--- config.mk ---
export PLATFORM = sky130hd
export DESIGN_NAME = id_ex_stage_flat
export DESIGN_NICKNAME = d
export VERILOG_FILES = /design/src/rtl/id_ex_stage_if.sv /design/src/rtl/id_ex_stage.sv /design/src/flat_wrapper.sv
export SDC_FILE = /design/constraint.sdc
export NUM_CORES = 1
export LEC_CHECK = 0
export CAP_MARGIN = 15
export CORE_MARGIN = 2
export CORE_UTILIZATION = 40
export CTS_BUF_LIST = sky130_fd_sc_hd__clkbuf_8
export DETAILED_ROUTE_END_ITERATION = 16
export PLACE_DENSITY_LB_ADDON = 0.25
export SLEW_MARGIN = 0
export SYNTH_ARGS = -nofsm -noshare
export SYNTH_HDL_FRONTEND = slang
export SYNTH_SLANG_ARGS = --single-unit
--- constraint.sdc ---
create_clock -name clk -period 2.9 [get_ports clk]
set_input_delay 0.58 -clock clk [delete_from_list [all_inputs] [get_ports clk]]
set_output_delay 0.58 -clock clk [all_outputs]
set_load 0.1 [all_outputs]
--- src/rtl/id_ex_stage_if.sv ---
// Decode/writeback/execute-side signals of the ID/EX pipeline register; no storage.
// Latency: none. Backpressure: ex_stall/flush travel down, id_stall travels back up.
interface id_ex_stage_if;
    logic        id_valid;
    logic [4:0]  id_rs_addr;
    logic [4:0]  id_rt_addr;
    logic [31:0] id_rs_data;
    logic [31:0] id_rt_data;
    logic [4:0]  id_dst_addr;
    logic [15:0] id_imm;
    logic        id_imm_sext;
    logic [3:0]  id_alu_op;
    logic        id_reg_write;
    logic        id_mem_read;
    logic        id_mem_write;
    logic        wb_reg_write;
    logic [4:0]  wb_addr;
    logic [31:0] wb_data;
    logic        ex_stall;
    logic        flush;
    logic        id_stall;
    logic        ex_valid;
    logic [4:0]  ex_rs_addr;
    logic [4:0]  ex_rt_addr;
    logic [4:0]  ex_dst_addr;
    logic [31:0] ex_rs_data;
    logic [31:0] ex_rt_data;
    logic [31:0] ex_imm32;
    logic [3:0]  ex_alu_op;
    logic        ex_reg_write;
    logic        ex_mem_read;
    logic        ex_mem_write;

    modport master (
        output id_valid, id_rs_addr, id_rt_addr, id_rs_data, id_rt_data, id_dst_addr,
               id_imm, id_imm_sext, id_alu_op, id_reg_write, id_mem_read, id_mem_write,
               wb_reg_write, wb_addr, wb_data, ex_stall, flush,
        input  id_stall, ex_valid, ex_rs_addr, ex_rt_addr, ex_dst_addr, ex_rs_data,
               ex_rt_data, ex_imm32, ex_alu_op, ex_reg_write, ex_mem_read, ex_mem_write
    );

    modport slave (
        input  id_valid, id_rs_addr, id_rt_addr, id_rs_data, id_rt_data, id_dst_addr,
               id_imm, id_imm_sext, id_alu_op, id_reg_write, id_mem_read, id_mem_write,
               wb_reg_write, wb_addr, wb_data, ex_stall, flush,
        output id_stall, ex_valid, ex_rs_addr, ex_rt_addr, ex_dst_addr, ex_rs_data,
               ex_rt_data, ex_imm32, ex_alu_op, ex_reg_write, ex_mem_read, ex_mem_write
    );
endinterface

--- src/rtl/id_ex_stage.sv ---
// ID/EX register with writeback bypass; load-use bubble only when HAZARD_DETECT_EN is defined.
// Latency: 1 cycle decode -> ex_*. Backpressure: ex_stall holds all state, id_stall = ex_stall | load_use.
// flush beats ex_stall; a load-use hazard inserts exactly one bubble.
module id_ex_stage (
    input  logic          clk,
    input  logic          rst,
    id_ex_stage_if.slave  bus
);

    typedef struct packed {
        logic        valid;
        logic [4:0]  rs_addr;
        logic [4:0]  rt_addr;
        logic [4:0]  dst_addr;
        logic [31:0] rs_data;
        logic [31:0] rt_data;
        logic [31:0] imm32;
        logic [3:0]  alu_op;
        logic        reg_write;
        logic        mem_read;
        logic        mem_write;
    } ex_t;

    ex_t         ex_q;
    ex_t         ex_d;
    logic [31:0] rs_sel;
    logic [31:0] rt_sel;
    logic [31:0] imm_ext;
    logic        load_use;

    // Writeback lands in the register file on the same edge we capture, so bypass it here.
    always_comb begin
        rs_sel = bus.id_rs_data;
        if (bus.id_rs_addr == 5'd0)
            rs_sel = 32'd0;
        else if (bus.wb_reg_write && (bus.wb_addr == bus.id_rs_addr))
            rs_sel = bus.wb_data;

        rt_sel = bus.id_rt_data;
        if (bus.id_rt_addr == 5'd0)
            rt_sel = 32'd0;
        else if (bus.wb_reg_write && (bus.wb_addr == bus.id_rt_addr))
            rt_sel = bus.wb_data;
    end

    assign imm_ext = bus.id_imm_sext ? {{16{bus.id_imm[15]}}, bus.id_imm}
                                     : {16'd0, bus.id_imm};

`ifdef HAZARD_DETECT_EN
    assign load_use = ex_q.valid && ex_q.mem_read && (ex_q.dst_addr != 5'd0) && bus.id_valid &&
                      ((ex_q.dst_addr == bus.id_rs_addr) || (ex_q.dst_addr == bus.id_rt_addr));
`else
    assign load_use = 1'b0;
`endif

    assign bus.id_stall = bus.ex_stall | load_use;

    always_comb begin
        ex_d           = '0;
        ex_d.valid     = bus.id_valid;
        ex_d.rs_addr   = bus.id_rs_addr;
        ex_d.rt_addr   = bus.id_rt_addr;
        ex_d.dst_addr  = bus.id_dst_addr;
        ex_d.rs_data   = rs_sel;
        ex_d.rt_data   = rt_sel;
        ex_d.imm32     = imm_ext;
        ex_d.alu_op    = bus.id_alu_op;
        ex_d.reg_write = bus.id_reg_write & bus.id_valid;
        ex_d.mem_read  = bus.id_mem_read  & bus.id_valid;
        ex_d.mem_write = bus.id_mem_write & bus.id_valid;
    end

    always_ff @(posedge clk) begin
        if (!rst)
            ex_q <= '0;
        else if (bus.flush)
            ex_q <= '0;
        else if (bus.ex_stall)
            ex_q <= ex_q;
        else if (load_use)
            ex_q <= '0;
        else
            ex_q <= ex_d;
    end

    assign bus.ex_valid     = ex_q.valid;
    assign bus.ex_rs_addr   = ex_q.rs_addr;
    assign bus.ex_rt_addr   = ex_q.rt_addr;
    assign bus.ex_dst_addr  = ex_q.dst_addr;
    assign bus.ex_rs_data   = ex_q.rs_data;
    assign bus.ex_rt_data   = ex_q.rt_data;
    assign bus.ex_imm32     = ex_q.imm32;
    assign bus.ex_alu_op    = ex_q.alu_op;
    assign bus.ex_reg_write = ex_q.reg_write;
    assign bus.ex_mem_read  = ex_q.mem_read;
    assign bus.ex_mem_write = ex_q.mem_write;

endmodule

--- src/flat_wrapper.sv ---
// flat-port wrapper written by rule: the top's interface ports become plain ports
module id_ex_stage_flat 
  (clk, rst, bus_id_valid, bus_id_rs_addr, bus_id_rt_addr, bus_id_rs_data, bus_id_rt_data, bus_id_dst_addr, bus_id_imm, bus_id_imm_sext, bus_id_alu_op, bus_id_reg_write, bus_id_mem_read, bus_id_mem_write, bus_wb_reg_write, bus_wb_addr, bus_wb_data, bus_ex_stall, bus_flush, bus_id_stall, bus_ex_valid, bus_ex_rs_addr, bus_ex_rt_addr, bus_ex_dst_addr, bus_ex_rs_data, bus_ex_rt_data, bus_ex_imm32, bus_ex_alu_op, bus_ex_reg_write, bus_ex_mem_read, bus_ex_mem_write);
  id_ex_stage_if bus_i ();
  input  logic clk;
  input  logic rst;
  input wire logic [$bits(bus_i.id_valid)-1:0] bus_id_valid;
  input wire logic [$bits(bus_i.id_rs_addr)-1:0] bus_id_rs_addr;
  input wire logic [$bits(bus_i.id_rt_addr)-1:0] bus_id_rt_addr;
  input wire logic [$bits(bus_i.id_rs_data)-1:0] bus_id_rs_data;
  input wire logic [$bits(bus_i.id_rt_data)-1:0] bus_id_rt_data;
  input wire logic [$bits(bus_i.id_dst_addr)-1:0] bus_id_dst_addr;
  input wire logic [$bits(bus_i.id_imm)-1:0] bus_id_imm;
  input wire logic [$bits(bus_i.id_imm_sext)-1:0] bus_id_imm_sext;
  input wire logic [$bits(bus_i.id_alu_op)-1:0] bus_id_alu_op;
  input wire logic [$bits(bus_i.id_reg_write)-1:0] bus_id_reg_write;
  input wire logic [$bits(bus_i.id_mem_read)-1:0] bus_id_mem_read;
  input wire logic [$bits(bus_i.id_mem_write)-1:0] bus_id_mem_write;
  input wire logic [$bits(bus_i.wb_reg_write)-1:0] bus_wb_reg_write;
  input wire logic [$bits(bus_i.wb_addr)-1:0] bus_wb_addr;
  input wire logic [$bits(bus_i.wb_data)-1:0] bus_wb_data;
  input wire logic [$bits(bus_i.ex_stall)-1:0] bus_ex_stall;
  input wire logic [$bits(bus_i.flush)-1:0] bus_flush;
  output wire logic [$bits(bus_i.id_stall)-1:0] bus_id_stall;
  output wire logic [$bits(bus_i.ex_valid)-1:0] bus_ex_valid;
  output wire logic [$bits(bus_i.ex_rs_addr)-1:0] bus_ex_rs_addr;
  output wire logic [$bits(bus_i.ex_rt_addr)-1:0] bus_ex_rt_addr;
  output wire logic [$bits(bus_i.ex_dst_addr)-1:0] bus_ex_dst_addr;
  output wire logic [$bits(bus_i.ex_rs_data)-1:0] bus_ex_rs_data;
  output wire logic [$bits(bus_i.ex_rt_data)-1:0] bus_ex_rt_data;
  output wire logic [$bits(bus_i.ex_imm32)-1:0] bus_ex_imm32;
  output wire logic [$bits(bus_i.ex_alu_op)-1:0] bus_ex_alu_op;
  output wire logic [$bits(bus_i.ex_reg_write)-1:0] bus_ex_reg_write;
  output wire logic [$bits(bus_i.ex_mem_read)-1:0] bus_ex_mem_read;
  output wire logic [$bits(bus_i.ex_mem_write)-1:0] bus_ex_mem_write;
  assign bus_i.id_valid = bus_id_valid;
  assign bus_i.id_rs_addr = bus_id_rs_addr;
  assign bus_i.id_rt_addr = bus_id_rt_addr;
  assign bus_i.id_rs_data = bus_id_rs_data;
  assign bus_i.id_rt_data = bus_id_rt_data;
  assign bus_i.id_dst_addr = bus_id_dst_addr;
  assign bus_i.id_imm = bus_id_imm;
  assign bus_i.id_imm_sext = bus_id_imm_sext;
  assign bus_i.id_alu_op = bus_id_alu_op;
  assign bus_i.id_reg_write = bus_id_reg_write;
  assign bus_i.id_mem_read = bus_id_mem_read;
  assign bus_i.id_mem_write = bus_id_mem_write;
  assign bus_i.wb_reg_write = bus_wb_reg_write;
  assign bus_i.wb_addr = bus_wb_addr;
  assign bus_i.wb_data = bus_wb_data;
  assign bus_i.ex_stall = bus_ex_stall;
  assign bus_i.flush = bus_flush;
  assign bus_id_stall = bus_i.id_stall;
  assign bus_ex_valid = bus_i.ex_valid;
  assign bus_ex_rs_addr = bus_i.ex_rs_addr;
  assign bus_ex_rt_addr = bus_i.ex_rt_addr;
  assign bus_ex_dst_addr = bus_i.ex_dst_addr;
  assign bus_ex_rs_data = bus_i.ex_rs_data;
  assign bus_ex_rt_data = bus_i.ex_rt_data;
  assign bus_ex_imm32 = bus_i.ex_imm32;
  assign bus_ex_alu_op = bus_i.ex_alu_op;
  assign bus_ex_reg_write = bus_i.ex_reg_write;
  assign bus_ex_mem_read = bus_i.ex_mem_read;
  assign bus_ex_mem_write = bus_i.ex_mem_write;
  id_ex_stage u_core (.clk(clk), .rst(rst), .bus(bus_i));
endmodule
==> flow_summary.yaml <==
synth:
  synth_seq_area_share_pct: 41.94
  yosys_warnings: 0
  synth-edff-count: 0
  synth-compound-area-share_pct: 17.34
  synth_fa_ha_area_share_pct: 0
  synth_nets: 679
  ys_types: 25
  yosys.area.top_type: "dfxtp_1"
  synth_top_family_by_area: "simple AND/OR/NAND/NOR gates"
  synth_xor_area_share_pct: 1.764
  async_reset_ff_share_pct: 0
  ys_ff_latch: 104
  ys.flop_type: "dfxtp_1"
  yosys-top-cells-area: "dfxtp_1, o211ai_2, nand2_1"
  synthSimpleGateAreaFrac_pct: 22.98
  synth_most_common_cell: "nand2_1"
  synth_top_cell_area_share_pct: 41.94
  synthTopCellsByCount: "nand2_1, dfxtp_1, nand4_1"
  avgSynthCellArea_um2: 9.315
  synth_mux_area_share_pct: 6.855
  synthCells: 533
  syn_area_um2: 4965
setup_path:
  crit_buf_inv: 1
  cp-end-kind: "output pin"
  cpMaxStageDelayCell: "dfxtp_1"
  worstPathCellList: "buf_4"
  max_stage_delay_ns: 0.63
  path_class: "register to output pin"
  cp_data_arrival_time_ns: 1.40
  cp-start-kind: "register"
  required_ns: 2.32
  worst-path-max-fanout: 17
  critPathTopFamily: "flip-flops"
status:
  outcome: "finished, final reports clean"
final_layout:
  fin_util_pct: 61.40
  drive_gt1_share_pct: 28.42
  finalNetCount: 904
  areaGrowthSynthToFinish_pct: 49.17
  multiInputGateArea_um2: 2440
  diodes: 0
  regArea_um2: 2082
  fill_cells: 1037
  fin_cells: 928
floorplan:
  dieArea_um2: 13320
  fp.dieW_um: 115.4
  ios: 266
  die_y_um: 115.4
  initial_utilization_pct: 41.16
  rows: 40
  coreArea_um2: 12060
drt:
  routed_via_density: 5.152
  ant_nets: 0
  drt_iter0_markers: 382
  routedWlPerCell_um: 16.81
  drtPass1Iterations: 4
  totalWireLength_um: 15600
  drc: 0
  vias: 4781
timing:
  hold_viol_final: 0
  final.setup.worst_slack_ns: 0.9248
  period_needed_ns: 1.975
  clock_skew_ns: 0
  fmax_mhz: 506.3
  period_share_pct: 68.11
  worstMarginPinSlew_ns: 0.6626
  setup_violations: 0
  hold_slack_ns: 0.4695
  final.setup.tns_ns: 0
  slew_headroom_pct: 55.83
  rsz0062_at_grt: "false"
  final_max_slew_viol_count: 0
cts:
  clock_sinks: 104
  cts_tree: "done"
  clock_latency_ns: 0.37
  cts_hold_buf: 0
  cts_resized: 0
  htree_levels: 3
  cts_setup_buffers: 0
  cts_made_buffers: 9
  clk_pin_slew_ns: 0.09
  cts_max_path_buffers: 2
  cts_root_buf: "clkbuf_8"
place:
  dp_hpwl_um: 11450
  io_buffers: 265
  pre_cts_slack_ns: 0.5473
  place_congestion: 0.8221
  dp_cells: 915
pwr:
  powerDensity_nw_per_um2: 439.4
  ir_drop_uv: 307.1
  power_leakage_nw: 3.244
grt:
  grt_overflow_total: 0
  grt_max_degree: 65
  grt_antenna_before_repair: 0
  grt_pass1_wl_um: 24430
  grt_pass1_vias: 4811
  grtUsageTotal_pct: 23.33
job:
  maxCapViolCount: 0
min_path:
  hp-class: "register to register"
## routing by layer
metal | GRT usage [%] | vias up | wire [um]
met1 | 28.81 | 2239 | 6264
met4 | 9.398 | 0 | 377
met5 | 0 | - | 0
li1 | - | 2301 | -
met2 | 37.97 | 213 | 7486
met3 | 7.270 | 28 | 1471
## power by group
part / switching [W] / internal, W
clock: 0.000475 / 0.000341
sequential: 0.0000287 / 0.00148
combinational: 0.000612 / 0.000320
## flip-flops by register name (all words and copies together), names as in the netlist
signal and cells:
u_core.bus.ex_rt_addr 5, u_core.bus.ex_alu_op 4, u_core.bus.ex_imm32 17, u_core.bus.ex_mem_read 1, u_core.bus.ex_dst_addr 5, u_core.bus.ex_rt_data 32, u_core.bus.ex_rs_data 32, u_core.bus.ex_rs_addr 5
u_core.bus.ex_mem_write 1, u_core.bus.ex_valid 1, u_core.bus.ex_reg_write 1
## metrics by stage
stage | total power (W) | instance area [um2]
final | 0.003254 | 7406
after global placement | 0.002465 | 7246
after CTS | 0.003285 | 7406
after global routing | 0.003388 | 7406
after floorplan | 0.002126 | 4965
after detailed placement | 0.002472 | 7246
## final timing paths
kind,cells after the start,endpoint,startpoint,slack (ns)
hold reg to reg,2,u_core.bus.ex_rs_data[25]$_SDFFE_PP0N_,u_core.bus.ex_rs_data[25]$_SDFFE_PP0N_,0.47
setup / recovery,1,bus_ex_imm32[18],u_core.bus.ex_imm32[30]$_SDFFE_PP0N_,0.92
hold / removal,2,u_core.bus.ex_rs_data[25]$_SDFFE_PP0N_,u_core.bus.ex_rs_data[25]$_SDFFE_PP0N_,0.47
setup reg to reg,2,u_core.bus.ex_imm32[30]$_SDFFE_PP0N_,u_core.bus.ex_imm32[30]$_SDFFE_PP0N_,1.91
## cell type report
| cell class | count | area share (%) |
|---|---|---|
| repair buffers | 280 | 33.89 |
| multi-input cells | 362 | 32.94 |
| flip-flops and latches | 104 | 28.11 |
| well taps | 168 | 2.838 |
| clock buffers | 11 | 2.044 |
| clock inverters | 2 | 0.1183 |
| inverters | 1 | 0.05068 |
## cells by family after synthesis
logic type / after synthesis
DFF: 104
buffers and inverters: 67
AOI/OAI and AO/OA: 72
muxes: 34
xor gates and xnor gates: 10
and+or+nand+nor: 246
## cell usage in the layout, fill, tap and decap left out
cell type | netlist | routed
buf_2 | 23 | 1
nand2_1 | 128 | 128
mux2i_1 | 34 | 34
nor2_1 | 42 | 42
nand2b_2 | 0 | 1
nor3_1 | 2 | 2
a21oi_1 | 2 | 2
clkbuf_8 | 0 | 11
nor4_4 | 2 | 2
nor2b_1 | 2 | 2
xnor2_1 | 2 | 2
nor2_4 | 0 | 1
o211ai_2 | 60 | 60
a22oi_1 | 4 | 4
nand4_1 | 64 | 64
xor2_1 | 8 | 8
and2_2 | 0 | 2
a211oi_4 | 2 | 2
clkinv_2 | 0 | 1
buf_4 | 16 | 131
inv_1 | 1 | 2
clkdlybuf4s50_1 | 0 | 144
buf_12 | 6 | 4
o211ai_1 | 4 | 4
dfxtp_1 | 104 | 104
and2_1 | 4 | 2
Power figures use the tool's default switching activity.
